`config.mk`:
```
export PLATFORM = sky130hd
export DESIGN_NAME = i2c_master_ctrl
export DESIGN_NICKNAME = d
export VERILOG_FILES = /design/src/rtl/i2c_pkg.sv /design/src/rtl/i2c_tick_gen.sv /design/src/rtl/i2c_master_ctrl.sv
export SDC_FILE = /design/constraint.sdc
export NUM_CORES = 1
export LEC_CHECK = 0
export ABC_AREA = 1
export BUFFER_PORTS_ARGS = -buffer_cell sky130_fd_sc_hd__clkbuf_2
export CAP_MARGIN = 20
export CORE_ASPECT_RATIO = 0.9
export CORE_MARGIN = 3
export CORE_UTILIZATION = 51
export DETAILED_ROUTE_END_ITERATION = 10
export PLACE_DENSITY = 0.75
export SLEW_MARGIN = 20
export SYNTH_ARGS = -nofsm -noshare
export SYNTH_HDL_FRONTEND = slang
export SYNTH_SLANG_ARGS = --single-unit
export TNS_END_PERCENT = 10
```
`constraint.sdc`:
```
create_clock -name clk -period 2.1 [get_ports clk]
set_input_delay 0.42 -clock clk [delete_from_list [all_inputs] [get_ports clk]]
set_output_delay 0.42 -clock clk [all_outputs]
set_load 0.05 [all_outputs]
```
`src/rtl/i2c_pkg.sv`:
```
// Shared definitions for the single-byte I2C master.
// Contents:
//   state_e     transaction FSM states
//   Q0..Q3      quarter indices within one SCL slot
//   LAST_BIT    slot index of the final bit in an 8-bit field
//   bus_levels  maps (state, quarter, data bit) to {scl, sda, en}
package i2c_pkg;

  typedef enum logic [3:0] {
    S_IDLE,
    S_START,
    S_ADDR,
    S_AACK,
    S_WR,
    S_WACK,
    S_RD,
    S_RNACK,
    S_STOP
  } state_e;

  localparam logic [1:0] Q0 = 2'd0;
  localparam logic [1:0] Q1 = 2'd1;
  localparam logic [1:0] Q2 = 2'd2;
  localparam logic [1:0] Q3 = 2'd3;

  localparam logic [3:0] LAST_BIT = 4'd7;

  // Bus levels for a given state and quarter; returns {scl, sda, en}.
  // Data slots hold SCL low for q0/q1 and high for q2/q3, so SDA only
  // ever moves while SCL is low except at START and STOP.
  function automatic logic [2:0] bus_levels(state_e s, logic [1:0] q, logic b);
    logic [2:0] r;
    r = 3'b110;
    case (s)
      S_START:             r = {q != Q3, (q == Q0) || (q == Q1), 1'b1};
      S_ADDR, S_WR:        r = {q >= Q2, b, 1'b1};
      S_AACK, S_WACK, S_RD: r = {q >= Q2, 1'b1, 1'b0};
      S_RNACK:             r = {q >= Q2, 1'b1, 1'b1};
      S_STOP:              r = {q != Q0, q == Q3, 1'b1};
      default:             r = 3'b110;
    endcase
    return r;
  endfunction

endpackage

```
`src/rtl/i2c_tick_gen.sv`:
```
// Quarter-period timebase for the I2C master.
// Ports:
//   clk_i   system clock
//   rst_i   synchronous active-high reset
//   clr_i   hold divider and quarter index at zero (engine idle)
//   tick_o  one-cycle pulse on the last cycle of each quarter
//   qtr_o   current quarter index 0..3
module i2c_tick_gen
  import i2c_pkg::*;
#(
  parameter int CLK_DIV = 250
) (
  input  logic       clk_i,
  input  logic       rst_i,
  input  logic       clr_i,
  output logic       tick_o,
  output logic [1:0] qtr_o
);

  localparam int Q  = CLK_DIV / 4;
  localparam int DW = (Q > 1) ? $clog2(Q) : 1;

  logic [DW-1:0] div_q, div_d;
  logic [1:0]    qtr_q, qtr_d;

  assign tick_o = (div_q == DW'(Q - 1));
  assign qtr_o  = qtr_q;

  always_comb begin
    div_d = div_q + DW'(1);
    qtr_d = qtr_q;
    if (clr_i) begin
      div_d = '0;
      qtr_d = Q0;
    end else if (tick_o) begin
      div_d = '0;
      qtr_d = qtr_q + 2'd1;
    end
  end

  always_ff @(posedge clk_i) begin
    if (rst_i) begin
      div_q <= '0;
      qtr_q <= Q0;
    end else begin
      div_q <= div_d;
      qtr_q <= qtr_d;
    end
  end

endmodule

```
`src/rtl/i2c_master_ctrl.sv`:
```
// Single-byte I2C master transaction engine:
// START, {addr,rw}, ACK, one data byte, ACK/NACK, STOP.
// Ports:
//   clk, rst            clock, synchronous active-high reset
//   start, rw, addr,    request and its parameters, latched when idle
//   wdata
//   busy, done          transaction in progress / one-cycle completion pulse
//   ack_err             slave NACKed address or write data (held until next start)
//   rdata               read byte, updated at done of a successful read
//   iSCL, oSDA, en      SCL level, SDA drive level, SDA drive enable to the BIU
//   iSDA                SDA as sampled by the BIU
module i2c_master_ctrl
  import i2c_pkg::*;
#(
  parameter int CLK_DIV = 250
) (
  input  logic       clk,
  input  logic       rst,
  input  logic       start,
  input  logic       rw,
  input  logic [6:0] addr,
  input  logic [7:0] wdata,
  output logic       busy,
  output logic       done,
  output logic       ack_err,
  output logic [7:0] rdata,
  output logic       iSCL,
  output logic       oSDA,
  output logic       en,
  input  logic       iSDA
);

  state_e     state_q, state_d;
  logic [3:0] slot_q, slot_d;
  logic       busy_q, busy_d, done_q, done_d, err_q, err_d;
  logic [7:0] rdata_q, rdata_d, rx_q, rx_d;
  logic       scl_q, sda_q, en_q;
  logic       rw_q;
  logic [6:0] addr_q;
  logic [7:0] wdata_q;
  logic       load;

  logic       tick, slot_end;
  logic [1:0] qtr, q_nxt;
  logic [7:0] tx_byte;
  logic [2:0] bit_idx;
  logic [2:0] lvl_d;

  i2c_tick_gen #(.CLK_DIV(CLK_DIV)) u_tick (
    .clk_i  (clk),
    .rst_i  (rst),
    .clr_i  (state_q == S_IDLE),
    .tick_o (tick),
    .qtr_o  (qtr)
  );

  assign slot_end = tick && (qtr == Q3);
  // Outputs are registered, so they are computed from the quarter and
  // state that will be current in the next cycle.
  assign q_nxt    = tick ? (qtr + 2'd1) : qtr;

  always_comb begin
    state_d = state_q;
    slot_d  = slot_q;
    busy_d  = busy_q;
    done_d  = 1'b0;
    err_d   = err_q;
    rdata_d = rdata_q;
    rx_d    = rx_q;
    load    = 1'b0;
    case (state_q)
      S_IDLE: begin
        // A start in the done cycle is dropped; it must be re-presented.
        if (start && !done_q) begin
          state_d = S_START;
          slot_d  = '0;
          busy_d  = 1'b1;
          err_d   = 1'b0;
          load    = 1'b1;
        end
      end
      S_START: if (slot_end) state_d = S_ADDR;
      S_ADDR, S_WR, S_RD: begin
        if (slot_end) begin
          if (state_q == S_RD) rx_d = {rx_q[6:0], iSDA};
          if (slot_q == LAST_BIT) begin
            slot_d  = '0;
            state_d = (state_q == S_ADDR) ? S_AACK :
                      (state_q == S_WR)   ? S_WACK : S_RNACK;
          end else begin
            slot_d = slot_q + 4'd1;
          end
        end
      end
      S_AACK: begin
        if (slot_end) begin
          if (iSDA) begin
            err_d   = 1'b1;
            state_d = S_STOP;
          end else begin
            state_d = rw_q ? S_RD : S_WR;
          end
        end
      end
      S_WACK: begin
        if (slot_end) begin
          if (iSDA) err_d = 1'b1;
          state_d = S_STOP;
        end
      end
      S_RNACK: if (slot_end) state_d = S_STOP;
      S_STOP: begin
        if (slot_end) begin
          state_d = S_IDLE;
          busy_d  = 1'b0;
          done_d  = 1'b1;
          if (rw_q && !err_q) rdata_d = rx_q;
        end
      end
      default: state_d = S_IDLE;
    endcase
  end

  assign tx_byte = (state_d == S_WR) ? wdata_q : {addr_q, rw_q};
  assign bit_idx = 3'd7 - slot_d[2:0];
  assign lvl_d   = bus_levels(state_d, q_nxt, tx_byte[bit_idx]);

  always_ff @(posedge clk) begin
    if (rst) begin
      state_q <= S_IDLE;
      slot_q  <= '0;
      busy_q  <= 1'b0;
      done_q  <= 1'b0;
      err_q   <= 1'b0;
      rdata_q <= '0;
      scl_q   <= 1'b1;
      sda_q   <= 1'b1;
      en_q    <= 1'b0;
    end else begin
      state_q <= state_d;
      slot_q  <= slot_d;
      busy_q  <= busy_d;
      done_q  <= done_d;
      err_q   <= err_d;
      rdata_q <= rdata_d;
      {scl_q, sda_q, en_q} <= lvl_d;
    end
  end

  // Request parameters and the read shadow carry no reset.
  always_ff @(posedge clk) begin
    rx_q <= rx_d;
    if (load) begin
      rw_q    <= rw;
      addr_q  <= addr;
      wdata_q <= wdata;
    end
  end

  assign busy    = busy_q;
  assign done    = done_q;
  assign ack_err = err_q;
  assign rdata   = rdata_q;
  assign iSCL    = scl_q;
  assign oSDA    = sda_q;
  assign en      = en_q;

endmodule

```
==> flow_metrics.tcl <==
set metrics [dict create \
    grt_use_met3_pct 4.02 \
    setup_slack_ns 0.117 \
    area_growth_pct 23.3 \
    dp_slack_ns 0.0427 \
    num_vias 2113 \
    cts_buffer_depth 2 \
    met2_usage_pct 29.0 \
    cp-start-kind "register" \
    fin_crit_sh_pct 94.4 \
    core.rowCount 23 \
    syn_area_per_cell_um2 8.81 \
    fmax_mhz 504 \
    p_per_area_mw_per_mm2 622 \
    clk_pin_slew_ns 0.09 \
    synth-seq-cells 54 \
    die_area_mm2 0.00560 \
    dp_hpwl_mm 3.54 \
    htreeDepth 2 \
    antenna_found_initial 0 \
    start_util_pct 53.4 \
    first_iter_violations 224 \
    required_ns 2.31 \
    fin_nets 354 \
    design_area_mm2 0.00298 \
    grt_pass1_vias 1878 \
    maxCapViolCount 0 \
    endpoint_kind "register" \
    antenna_cells 0 \
    drt_drc_violations_left 0 \
    netlist_instances 274 \
    ys_warn_count 0 \
    fin_crit_ns 1.98 \
    grt_max_degree 21 \
    core_mm2 0.00452 \
    place_area_mm2 0.00271 \
    hold_viol_final 0 \
    drtAntennaViolNets 0 \
    fin_worst_skew_ns 0.00992 \
    syn_area_mm2 0.00241 \
    setup_viol 0 \
    grt_overflow 0 \
    via_per_inst 5.38 \
    clkSinkCount 54 \
    portBuffers 33 \
    max_slew_margin_pct 69.0 \
    grt_pass1_wl_mm 8.31 \
    outcome "completed" \
    drive_gt1_share_pct 28.4 \
    io_pins 34 \
    worstHoldPathType "input pin to register" \
    place_congestion 0.916 \
    clk_latency_ns 0.31 \
    cp.arrival_ns 2.19 \
    routed_wl_mm 5.30 \
    power_leakage_nw 1.22 \
    path_max_fanout 10 \
    cts_made_buffers 5 \
    cts.root.buffer_cell "clkbuf_8" \
    dieWidth_um 78.5 \
    grt_use_met1_pct 25.6 \
    grt_util_all_layers_pct 18.8 \
    synth_cell_types 32 \
    cts_tree "built" \
    vdd.ir_drop.worst_uv 476 \
    fin_hold_ws_ns 0.278 \
    synth_nets 298 \
    crit_type "register to register" \
    drv_slew 0 \
    first_pass_iters 5 \
    synth_seq_area_share_pct 54.7 \
    dieHeight_um 71.3 \
    busiest_layer "met2" \
    worstMarginPinSlew_ns 0.461 \
    wl_per_cell_um 13.5 \
    setup-tns-final_ns 0 \
]
==> state kept, by name, summed over array words and instances, names as in the netlist, 2 cells and up <==
register      cells
addr_q            7
rx_q              8
u_tick.qtr_o      2
state_q           4
u_tick.div_q      6
rdata             8
wdata_q           8
slot_q            4
==> synthesized netlist by cell type <==
| master | instances | area, um^2 |
|---|---|---|
| nand2_1 | 46 | 173 |
| nor2_1 | 39 | 146 |
| nand3_1 | 36 | 180 |
| dfxtp_1 | 30 | 601 |
| inv_1 | 25 | 93.8 |
| edfxtp_1 | 24 | 721 |
| nor3_1 | 17 | 85.1 |
| a21oi_1 | 8 | 40.0 |
| nand4_1 | 6 | 37.5 |
| o21ai_0 | 6 | 30.0 |
| ha_1 | 4 | 50.1 |
| clkbuf_1 | 3 | 11.3 |
| inv_2 | 3 | 11.3 |
| nor2_2 | 3 | 18.8 |
| nand2_2 | 2 | 12.5 |
| nand3_4 | 2 | 35.0 |
| nor2_4 | 2 | 22.5 |
| o21ai_1 | 2 | 10.0 |
| xnor2_1 | 2 | 17.5 |
| xor2_1 | 2 | 17.5 |
| a211oi_1 | 1 | 7.51 |
| a221oi_1 | 1 | 8.76 |
| a22oi_1 | 1 | 7.51 |
| a41oi_1 | 1 | 8.76 |
| and2_1 | 1 | 6.26 |
| buf_4 | 1 | 7.51 |
| mux2i_1 | 1 | 10.0 |
| nand3_2 | 1 | 10.0 |
| nor3_2 | 1 | 10.0 |
| o211ai_1 | 1 | 7.51 |
| o32a_1 | 1 | 10.0 |
| or2_2 | 1 | 6.26 |
==> what timing repair did <==
| item | 4_1_cts | 5_1_grt |
|---|---|---|
| resized for setup | 0 | 31 |
| setup endpoints to repair | 0 | 3 |
| buffers inserted | 0 | 7 |
| hold endpoints to repair | 0 | 0 |
| hold buffers | 0 | 0 |
==> power by group <==
part	internal [mW]	leakage [nW]	total [mW]	switching, mW
Clock	0.237	0.0385	0.560	0.323
Combinational	0.0505	0.711	0.152	0.101
Sequential	1.13	0.469	1.14	0.0137
==> layer usage <==
layer  routed length (um)  vias to the layer above
met3                  323                        9
met5                    0                        -
met4                   82                        0
li1                     -                     1046
met1                 2420                      967
met2                 2470                       91
==> layout make-up <==
cell class	instances	area, um^2
Clock buffer	7	76.3
Clock inverter	1	7.51
Fill cell	378	1540
Inverter	28	105
Multi-Input combinational cell	191	1090
Sequential cell	54	1330
Tap cell	62	77.6
Timing Repair Buffer	50	297
==> logic make-up (layout without fill, tap and decap cells) <==
group | after synthesis | count (layout) | share of synthesized area, %
mux | 1 | 1 | 0.415
fa+ha+maj | 4 | 4 | 2.07
xor+xnor | 4 | 4 | 1.45
simple gates | 157 | 160 | 30.8
buf+inv | 32 | 86 | 5.13
flops | 54 | 54 | 54.7
compound gates | 22 | 22 | 5.39
==> cell usage in the layout, fill, tap and decap left out, types with 4 or more instances in the layout <==
cell / instances
nand2_1: 43
nor2_1: 38
clkbuf_2: 33
nand3_1: 32
dfxtp_1: 27
edfxtp_1: 24
inv_1: 22
nor3_1: 17
buf_4: 16
a21oi_1: 8
inv_2: 6
nand4_1: 6
nand3_2: 6
clkbuf_8: 5
nor2_4: 4
==> worst paths after layout <==
check,slack [ns],endpoint,start,cells past startpoint
worst max register to register,0.12,oSDA,slot_q[0],13
worst min register to register,0.44,u_tick.div_q[0],u_tick.div_q[0],1
worst max-delay path,0.12,oSDA,slot_q[0],13
worst min-delay path,0.28,wdata_q[6],wdata[6],1
==> worst max-delay path, cell delays in order, from the launching register on <==
cell and delay (ns):
dfxtp_1 0.33, ha_1 0.21, nand2_1 0.09, inv_1 0.06
nand2_1 0.14, nand2_1 0.11, nand2_1 0.08, nand2_1 0.10
nand2_4 0.16, nand2_1 0.08, inv_2 0.12, o211ai_1 0.11
a211oi_2 0.23, nand2_1 0.07
==> stage by stage <==
step / std cells / power, mW / util, %
after detailed placement: 375 / 1.30 / 60.0
after floorplan: 274 / 1.24 / -
after global placement: 375 / 1.29 / 60.0
after global routing: 393 / 1.94 / 65.9
after CTS: 383 / 1.85 / 61.9
final: 393 / 1.85 / 65.9
(Power assumes the default switching activity.)
